--- config.mk ---
export PLATFORM = sky130hd
export DESIGN_NAME = fwd_hazard_unit
export DESIGN_NICKNAME = d
export VERILOG_FILES = /design/src/rtl/hazard_pkg.sv /design/src/rtl/fwd_src_match.sv /design/src/rtl/fwd_hazard_unit.sv
export SDC_FILE = /design/constraint.sdc
export NUM_CORES = 1
export LEC_CHECK = 0
export BUFFER_PORTS_ARGS = -buffer_cell sky130_fd_sc_hd__buf_2
export CAP_MARGIN = 20
export CORE_MARGIN = 2
export CORE_UTILIZATION = 40
export CTS_CLUSTER_DIAMETER = 120
export DETAILED_ROUTE_END_ITERATION = 16
export PLACE_DENSITY = 0.64
export SYNTH_ARGS = -nofsm -noshare
export SYNTH_HDL_FRONTEND = slang
export SYNTH_SLANG_ARGS = --single-unit
--- constraint.sdc ---
create_clock -name clk -period 3.1 [get_ports clk]
set_input_delay 0.62 -clock clk [delete_from_list [all_inputs] [get_ports clk]]
set_output_delay 0.62 -clock clk [all_outputs]
set_load 0.005 [all_outputs]
--- src/rtl/hazard_pkg.sv ---
// Shared types and helpers for the forwarding/hazard unit.
// Tracker entries carry a fixed-width dst; callers zero-extend narrower indices.
package hazard_pkg;

  localparam int unsigned MAX_REG_W = 8;
  localparam int unsigned SEL_RF    = 0;

  typedef struct packed {
    logic                 valid;
    logic [MAX_REG_W-1:0] dst;
    logic                 is_load;
  } trk_entry_t;

  function automatic int unsigned clog2(input int unsigned v);
    int unsigned r;
    r = 0;
    for (int unsigned i = 0; i < 32; i++) begin
      if ((32'd1 << i) < v) r = i + 1;
    end
    return r;
  endfunction

endpackage

--- src/rtl/fwd_src_match.sv ---
// Youngest-match priority encoder for one source operand over the write tracker.
module fwd_src_match
  import hazard_pkg::*;
#(
  parameter int unsigned DEPTH = 3,
  parameter int unsigned SEL_W = 2
) (
  input  logic                   used,
  input  logic [MAX_REG_W-1:0]   src,
  input  trk_entry_t [DEPTH-1:0] trk,
  output logic                   hit,
  output logic [SEL_W-1:0]       stage,
  output logic                   is_load
);

  // Scan oldest to youngest so the lowest matching stage is the one left standing.
  always_comb begin
    hit     = 1'b0;
    stage   = '0;
    is_load = 1'b0;
    for (int unsigned j = DEPTH; j > 0; j--) begin
      if (used && trk[j-1].valid && (trk[j-1].dst == src)) begin
        hit     = 1'b1;
        stage   = SEL_W'(j - 1);
        is_load = trk[j-1].is_load;
      end
    end
  end

endmodule

--- src/rtl/fwd_hazard_unit.sv ---
// Forwarding tap selection and load-use / no-forwarding stall generation,
// driven by a shift register of in-flight register writes.
module fwd_hazard_unit
  import hazard_pkg::*;
#(
  parameter int unsigned REG_W    = 4,
  parameter int unsigned NUM_SRC  = 3,
  parameter int unsigned DEPTH    = 3,
  parameter int unsigned LOAD_LAT = 1,
  parameter int unsigned CNT_W    = 16,
  parameter int unsigned SEL_W    = clog2(DEPTH + 1)
) (
  input  logic                     clk,
  input  logic                     rst,
  input  logic                     fwd_en,
  input  logic                     issue_valid,
  input  logic                     id_wb_en,
  input  logic [REG_W-1:0]         id_dst,
  input  logic                     id_is_load,
  input  logic [NUM_SRC*REG_W-1:0] id_src,
  input  logic [NUM_SRC-1:0]       id_src_used,
  input  logic                     flush,
  output logic                     stall,
  output logic [NUM_SRC*SEL_W-1:0] ex_sel,
  output logic [CNT_W-1:0]         stall_cnt
);

  trk_entry_t [DEPTH-1:0]   trk;
  logic [NUM_SRC-1:0]       hit;
  logic [NUM_SRC-1:0]       src_ld;
  logic [NUM_SRC-1:0]       haz;
  logic [SEL_W-1:0]         stage [NUM_SRC];
  logic [NUM_SRC*SEL_W-1:0] next_sel;
  logic                     issue_ok;

  for (genvar i = 0; i < NUM_SRC; i++) begin : g_match
    fwd_src_match #(
      .DEPTH (DEPTH),
      .SEL_W (SEL_W)
    ) u_match (
      .used    (id_src_used[i]),
      .src     (MAX_REG_W'(id_src[i*REG_W +: REG_W])),
      .trk     (trk),
      .hit     (hit[i]),
      .stage   (stage[i]),
      .is_load (src_ld[i])
    );
  end

  always_comb begin
    haz      = '0;
    next_sel = '0;
    for (int unsigned i = 0; i < NUM_SRC; i++) begin
      next_sel[i*SEL_W +: SEL_W] = SEL_W'(SEL_RF);
      if (hit[i]) begin
        if (!fwd_en)
          haz[i] = 1'b1;
        else if (src_ld[i] && (32'(stage[i]) < LOAD_LAT))
          haz[i] = 1'b1;
        else
          next_sel[i*SEL_W +: SEL_W] = stage[i] + SEL_W'(1);
      end
    end
  end

  assign stall    = issue_valid & ~flush & (|haz);
  assign issue_ok = issue_valid & ~stall & ~flush;

  always_ff @(posedge clk or negedge rst) begin
    if (!rst) begin
      trk <= '0;
    end else begin
      trk[0] <= {issue_ok & id_wb_en, MAX_REG_W'(id_dst), id_is_load};
      for (int unsigned k = 1; k < DEPTH; k++) trk[k] <= trk[k-1];
    end
  end

  always_ff @(posedge clk or negedge rst) begin
    if (!rst) begin
      ex_sel    <= '0;
      stall_cnt <= '0;
    end else begin
      ex_sel <= issue_ok ? next_sel : '0;
      if (stall && (stall_cnt != '1)) stall_cnt <= stall_cnt + CNT_W'(1);
    end
  end

endmodule
After elaboration in Yosys (flattened, before gate mapping)
Index checks and enable logic that the tools add are counted.

word-level totals
  bits in registers = 40
  bits in latches = 0
  RAM bits = 0
  memory bits (read-only) = 0
  bits of input ports = 26
  word-level logic and storage cells = 104
  memories = 0

operators by class
  add/subtract/negate cells = 4
  multipliers = 0
  divide/modulo/power cells = 0
  magnitude comparators = 3
  equality and inequality tests = 10
  shifts and indexed selects = 0
  muxes and demuxes = 46
  bitwise operators = 7
  reductions and logical operators = 23

operators with widths
  kind                     count
  $eq A4 B4 Y1             9
  $mux W2                  18
  $mux W1                  27
  $logic_and A1 B1 Y1      22
  $add A16 B1 Y16 const B  1
  $ne A16 B16 Y1 const B   1
  $add A2 B1 Y2 const B    3
  $lt A2 B1 Y1 const B     3
  $mux W6                  1
  $and A1 B1 Y1            5
  $reduce_or A3 Y1         1
  $not A1 Y1               2

Depth between registers and ports, before layout
  depth after elaboration = 16
  mapped depth = 13

Cells and area by module
From an unflattened synthesis, not the netlist that was laid out.

unflattened totals
  cells, all modules = 262
  area, all modules = 2692.6 um^2

modules (own cells, without submodules)
  module           instances  cells each  area an instance (um^2)  seq. area each (um^2)
  fwd_hazard_unit  1          127         1619.1                   1001.0
  fwd_src_match    3          45          357.8                    0.0

Worst setup path after synthesis
Ideal clock, no wire load.

  path kind = input to output
  start point = input port id_src[8]
  end point = output port stall
  arrival = 2.542 ns
  data required time = 2.480 ns
  slack = -0.062 ns
  stages = 12
  buffers on the path = 2
  path through = inv_1 a222oi_1 nor4b_2 nor2b_1 nand2_1 ha_1 o21ai_1 a21oi_1 a222oi_1 buf_4 buf_6 nor2_1

between the ends
  cells in the longest elaborated chain, start to end = 12
  elaborated cells between the ends (all ways) = 22
  those cells by class = order compare (1); eq/ne (3); mux (12); bitwise (1); reduce/logical (5)

RTL lines
  element                line                   RTL
  start: declaration     fwd_hazard_unit.sv:20  input logic [NUM_SRC*REG_W-1:0] id_src,
  $eq A4 B4 Y1           fwd_src_match.sv:22    if (used && trk[j-1].valid && (trk[j-1].dst == src)) begin
  $logic_and A1 B1 Y1    fwd_src_match.sv:22
  $mux W2 (3 in series)  fwd_src_match.sv:22
  $lt A2 B1 Y1           fwd_hazard_unit.sv:58  else if (src_ld[i] && (32'(stage[i]) < LOAD_LAT))
  $logic_and A1 B1 Y1    fwd_hazard_unit.sv:58
  $mux W1                fwd_hazard_unit.sv:58
  $mux W1                fwd_hazard_unit.sv:56  if (!fwd_en)
  $mux W1 (*)            fwd_hazard_unit.sv:55  if (hit[i]) begin
  $reduce_or A3 Y1 (*)   fwd_hazard_unit.sv:66  assign stall = issue_valid & ~flush & (|haz);
  $and A1 B1 Y1 (*)      fwd_hazard_unit.sv:66
  end: declaration       fwd_hazard_unit.sv:23  output logic stall,

Every way passes the cells marked *; elsewhere a longest branch is shown, timed or not.

Worst setup path after layout
Ends and elaborated chain as after synthesis.

==> flow_summary.yaml <==
placement:
  postPlaceCellArea_um2: 2730
  dpl.hpwl_mm: 4.06
  place.gp.congestion: 0.855
  io_buffers: 48
  pre_cts_ws_ns: -0.199
setup_path:
  critPathMaxStageDelay_ns: 0.38
  cp_max_fo: 3
  r2r_start: "trk[22]"
  r2r_cells: 15
  cp.arrival_ns: 2.70
  path_class: "in2out"
  setup.worst_path.start_class: "input pin"
  cp_slowest_cell: "a222oi_1"
  crit_chain: "buf_8 -> inv_4 -> a222oi_1 -> nor4b_2 -> nor2b_2 -> nand2_1 -> ha_2 -> o21ai_2 -> a21oi_1 -> a222oi_1 -> buf_4 -> nor2_2 -> buf_2"
  cpMostUsedCell: "a222oi_1"
  worstReg2RegEnd: "stall_cnt[12]"
  r2r_slack_ns: 0.10
  cp.required_ns: 2.48
  cp-end-kind: "primary output"
sta:
  tns_ns: -0.225
  finalSetupViolations: 1
  min_period_ns: 3.32
  finalWorstSetupSlack_ns: -0.225
  grt_setup_unrepaired: "true"
  slew_headroom: 0.340
  hold_viol_final: 0
  drv_slew: 0
  finalClockSkew_ns: 0.0125
  period_share: 1.07
  max_freq_ghz: 0.301
  worst_pin_slew_ns: 0.982
global_route:
  grt_pass1_vias: 1976
  grt_antenna_before_repair: 0
  grt_max_degree: 41
  overflow: 0
  grt_pass1_wl_mm: 9.23
  grt_usage: 0.188
logic_synthesis:
  ys_dominant_reg_cell: "dfrtp_1"
  syn_area_um2: 2280
  synth_cell_types: 49
  yosysWarnings: 0
  yosys.area.top_type: "dfrtp_1"
  synthTopCellsByCount: "40 x dfrtp_1, 29 x xor2_1, 19 x nand2_1"
  synth.most_common_cell: "dfrtp_1"
  synth_top_area_share: 0.439
  syn_avg_cell_area_um2: 10.0
  synth_edf_count: 0
  yosysSeqAreaShare: 0.439
  yosys-top-cells-area: "dfrtp_1 44%, xor2_1 11%, xnor2_1 3.5%"
  syn_inst: 228
  async_flop_share: 1.00
  synth_seq_cells: 40
  syn-num-nets: 258
power_and_ir_drop:
  irDropWorstVdd_uv: 310
  powerDensity_nw_per_um2: 393
  power_mw: 1.21
  leakage_nw: 1.52
finish:
  nNetsFinal: 338
  drive_above_1_share: 0.373
  fin_util: 0.558
  final_area_um2: 3070
  fillerInstances: 468
  area_growth_pct: 34.5
  num_antenna_cells: 0
clock_network:
  cts-root-buf: "clkbuf_8"
  cts_tree: "yes"
  ctsHoldBuffers: 0
  cts_made_buffers: 5
  path_clk_slew_ns: 0.08
  ctsHtreeMaxLevel: 2
  cts_sinks: 40
  cts_buffer_depth: 2
  clk-insertion-delay-late_ns: 0.29
drt:
  num_vias: 1983
  antenna_left: 0
  drc: 0
  vias_per_cell: 5.22
  drtIter0Drc: 156
  first_pass_iters: 5
  avgRoutedWirePerCell_um: 14.5
  wirelength_mm: 5.50
outcome:
  status: "complete, but fails checks"
  violations: "negative setup slack"
floorplanning:
  ios: 49
  core-area_um2: 5510
  rows: 27
  dieArea_um2: 6330
  die_h_um: 79.5
  start_util: 0.414
  die_width_um: 79.5
min_path:
  hp-class: "in2async"
flow_run:
  maxCapViolCount: 0
==> critical path, delay by kind of cell <==
kind            cells  cell delay [ns]
fa+ha+maj           1             0.18
buf+inv             4             0.43
compound gates      4             0.84
simple gates        4             0.63
==> what timing repair did <==
action                     CTS  global route
resized for setup            8            23
setup buffers                6             6
pin swaps                    7            15
setup endpoints to repair    1             8
==> layout by cell type, fill, tap and decap left out, types with 7 or more instances in the layout <==
cell     synthesis  final
nor2_1          14     12
buf_4            1     25
and3_1           7      7
xor2_1          29     29
inv_1           13     10
nand3_1         15     14
xnor2_1          9      8
nand2_1         19     19
buf_2            1     46
dfrtp_1         40     39
nor3_1          12      9
==> worst max-delay path by stage <==
| stage | from | to | slack [ns] |
|---|---|---|---|
| 3_3_place_gp | id_src[8] | stall | -0.13 |
| 3_5_place_dp | id_src[8] | stall | -0.20 |
| 4_1_cts | id_src[8] | stall | -0.13 |
| 2_1_floorplan | id_src[8] | stall | 0.02 |
| 6_report | id_src[8] | stall | -0.22 |
| 5_1_grt | trk[22] | stall | -0.35 |
==> cell type report <==
class	instances	area (um^2)	area share
inverters	14	55.1	0.0179
repair buffers	77	502	0.163
multi-input cells	170	1290	0.421
clock inverters	2	60.1	0.0196
flip-flops and latches	40	1000	0.326
clock buffers	5	68.8	0.0224
well taps	72	90.1	0.0293
==> metal layers <==
layer | vias up | routed length, um | global-route usage | part of all wire
met5 | - | 0 | 0 | 0
met4 | 0 | 126 | 0.0621 | 0.023
met2 | 69 | 2570 | 0.307 | 0.47
met1 | 931 | 2500 | 0.252 | 0.45
met3 | 14 | 301 | 0.0351 | 0.055
li1 | 969 | - | - | -
==> kinds of logic (layout without fill, tap and decap cells) <==
family                     Yosys count  count (layout)  share of synthesized area
and+or+nand+nor                     96              96                      0.244
xor gates and xnor gates            38              38                      0.146
AOI/OAI and AO/OA                   30              30                      0.105
adders and majority gates            4               4                     0.0219
buffers and inverters               18              98                     0.0351
DFF                                 40              40                      0.439
muxes                                2               2                    0.00987
==> state kept, by name, summed over array words and instances (netlist names) <==
register and count:
ex_sel 6, stall_cnt 16, trk 18
==> through the flow <==
step           std cells  hold slack (ns)
6_report             380            0.430
3_3_place_gp         362            0.448
2_1_floorplan        228            0.324
5_1_grt              380            0.419
3_5_place_dp         362            0.449
4_1_cts              375            0.422
==> power breakdown <==
group,total [mW],switching (mW),internal (mW)
registers,0.563,0.0237,0.539
logic,0.147,0.0775,0.0695
clock network,0.496,0.179,0.317
(Power assumes the default switching activity.)
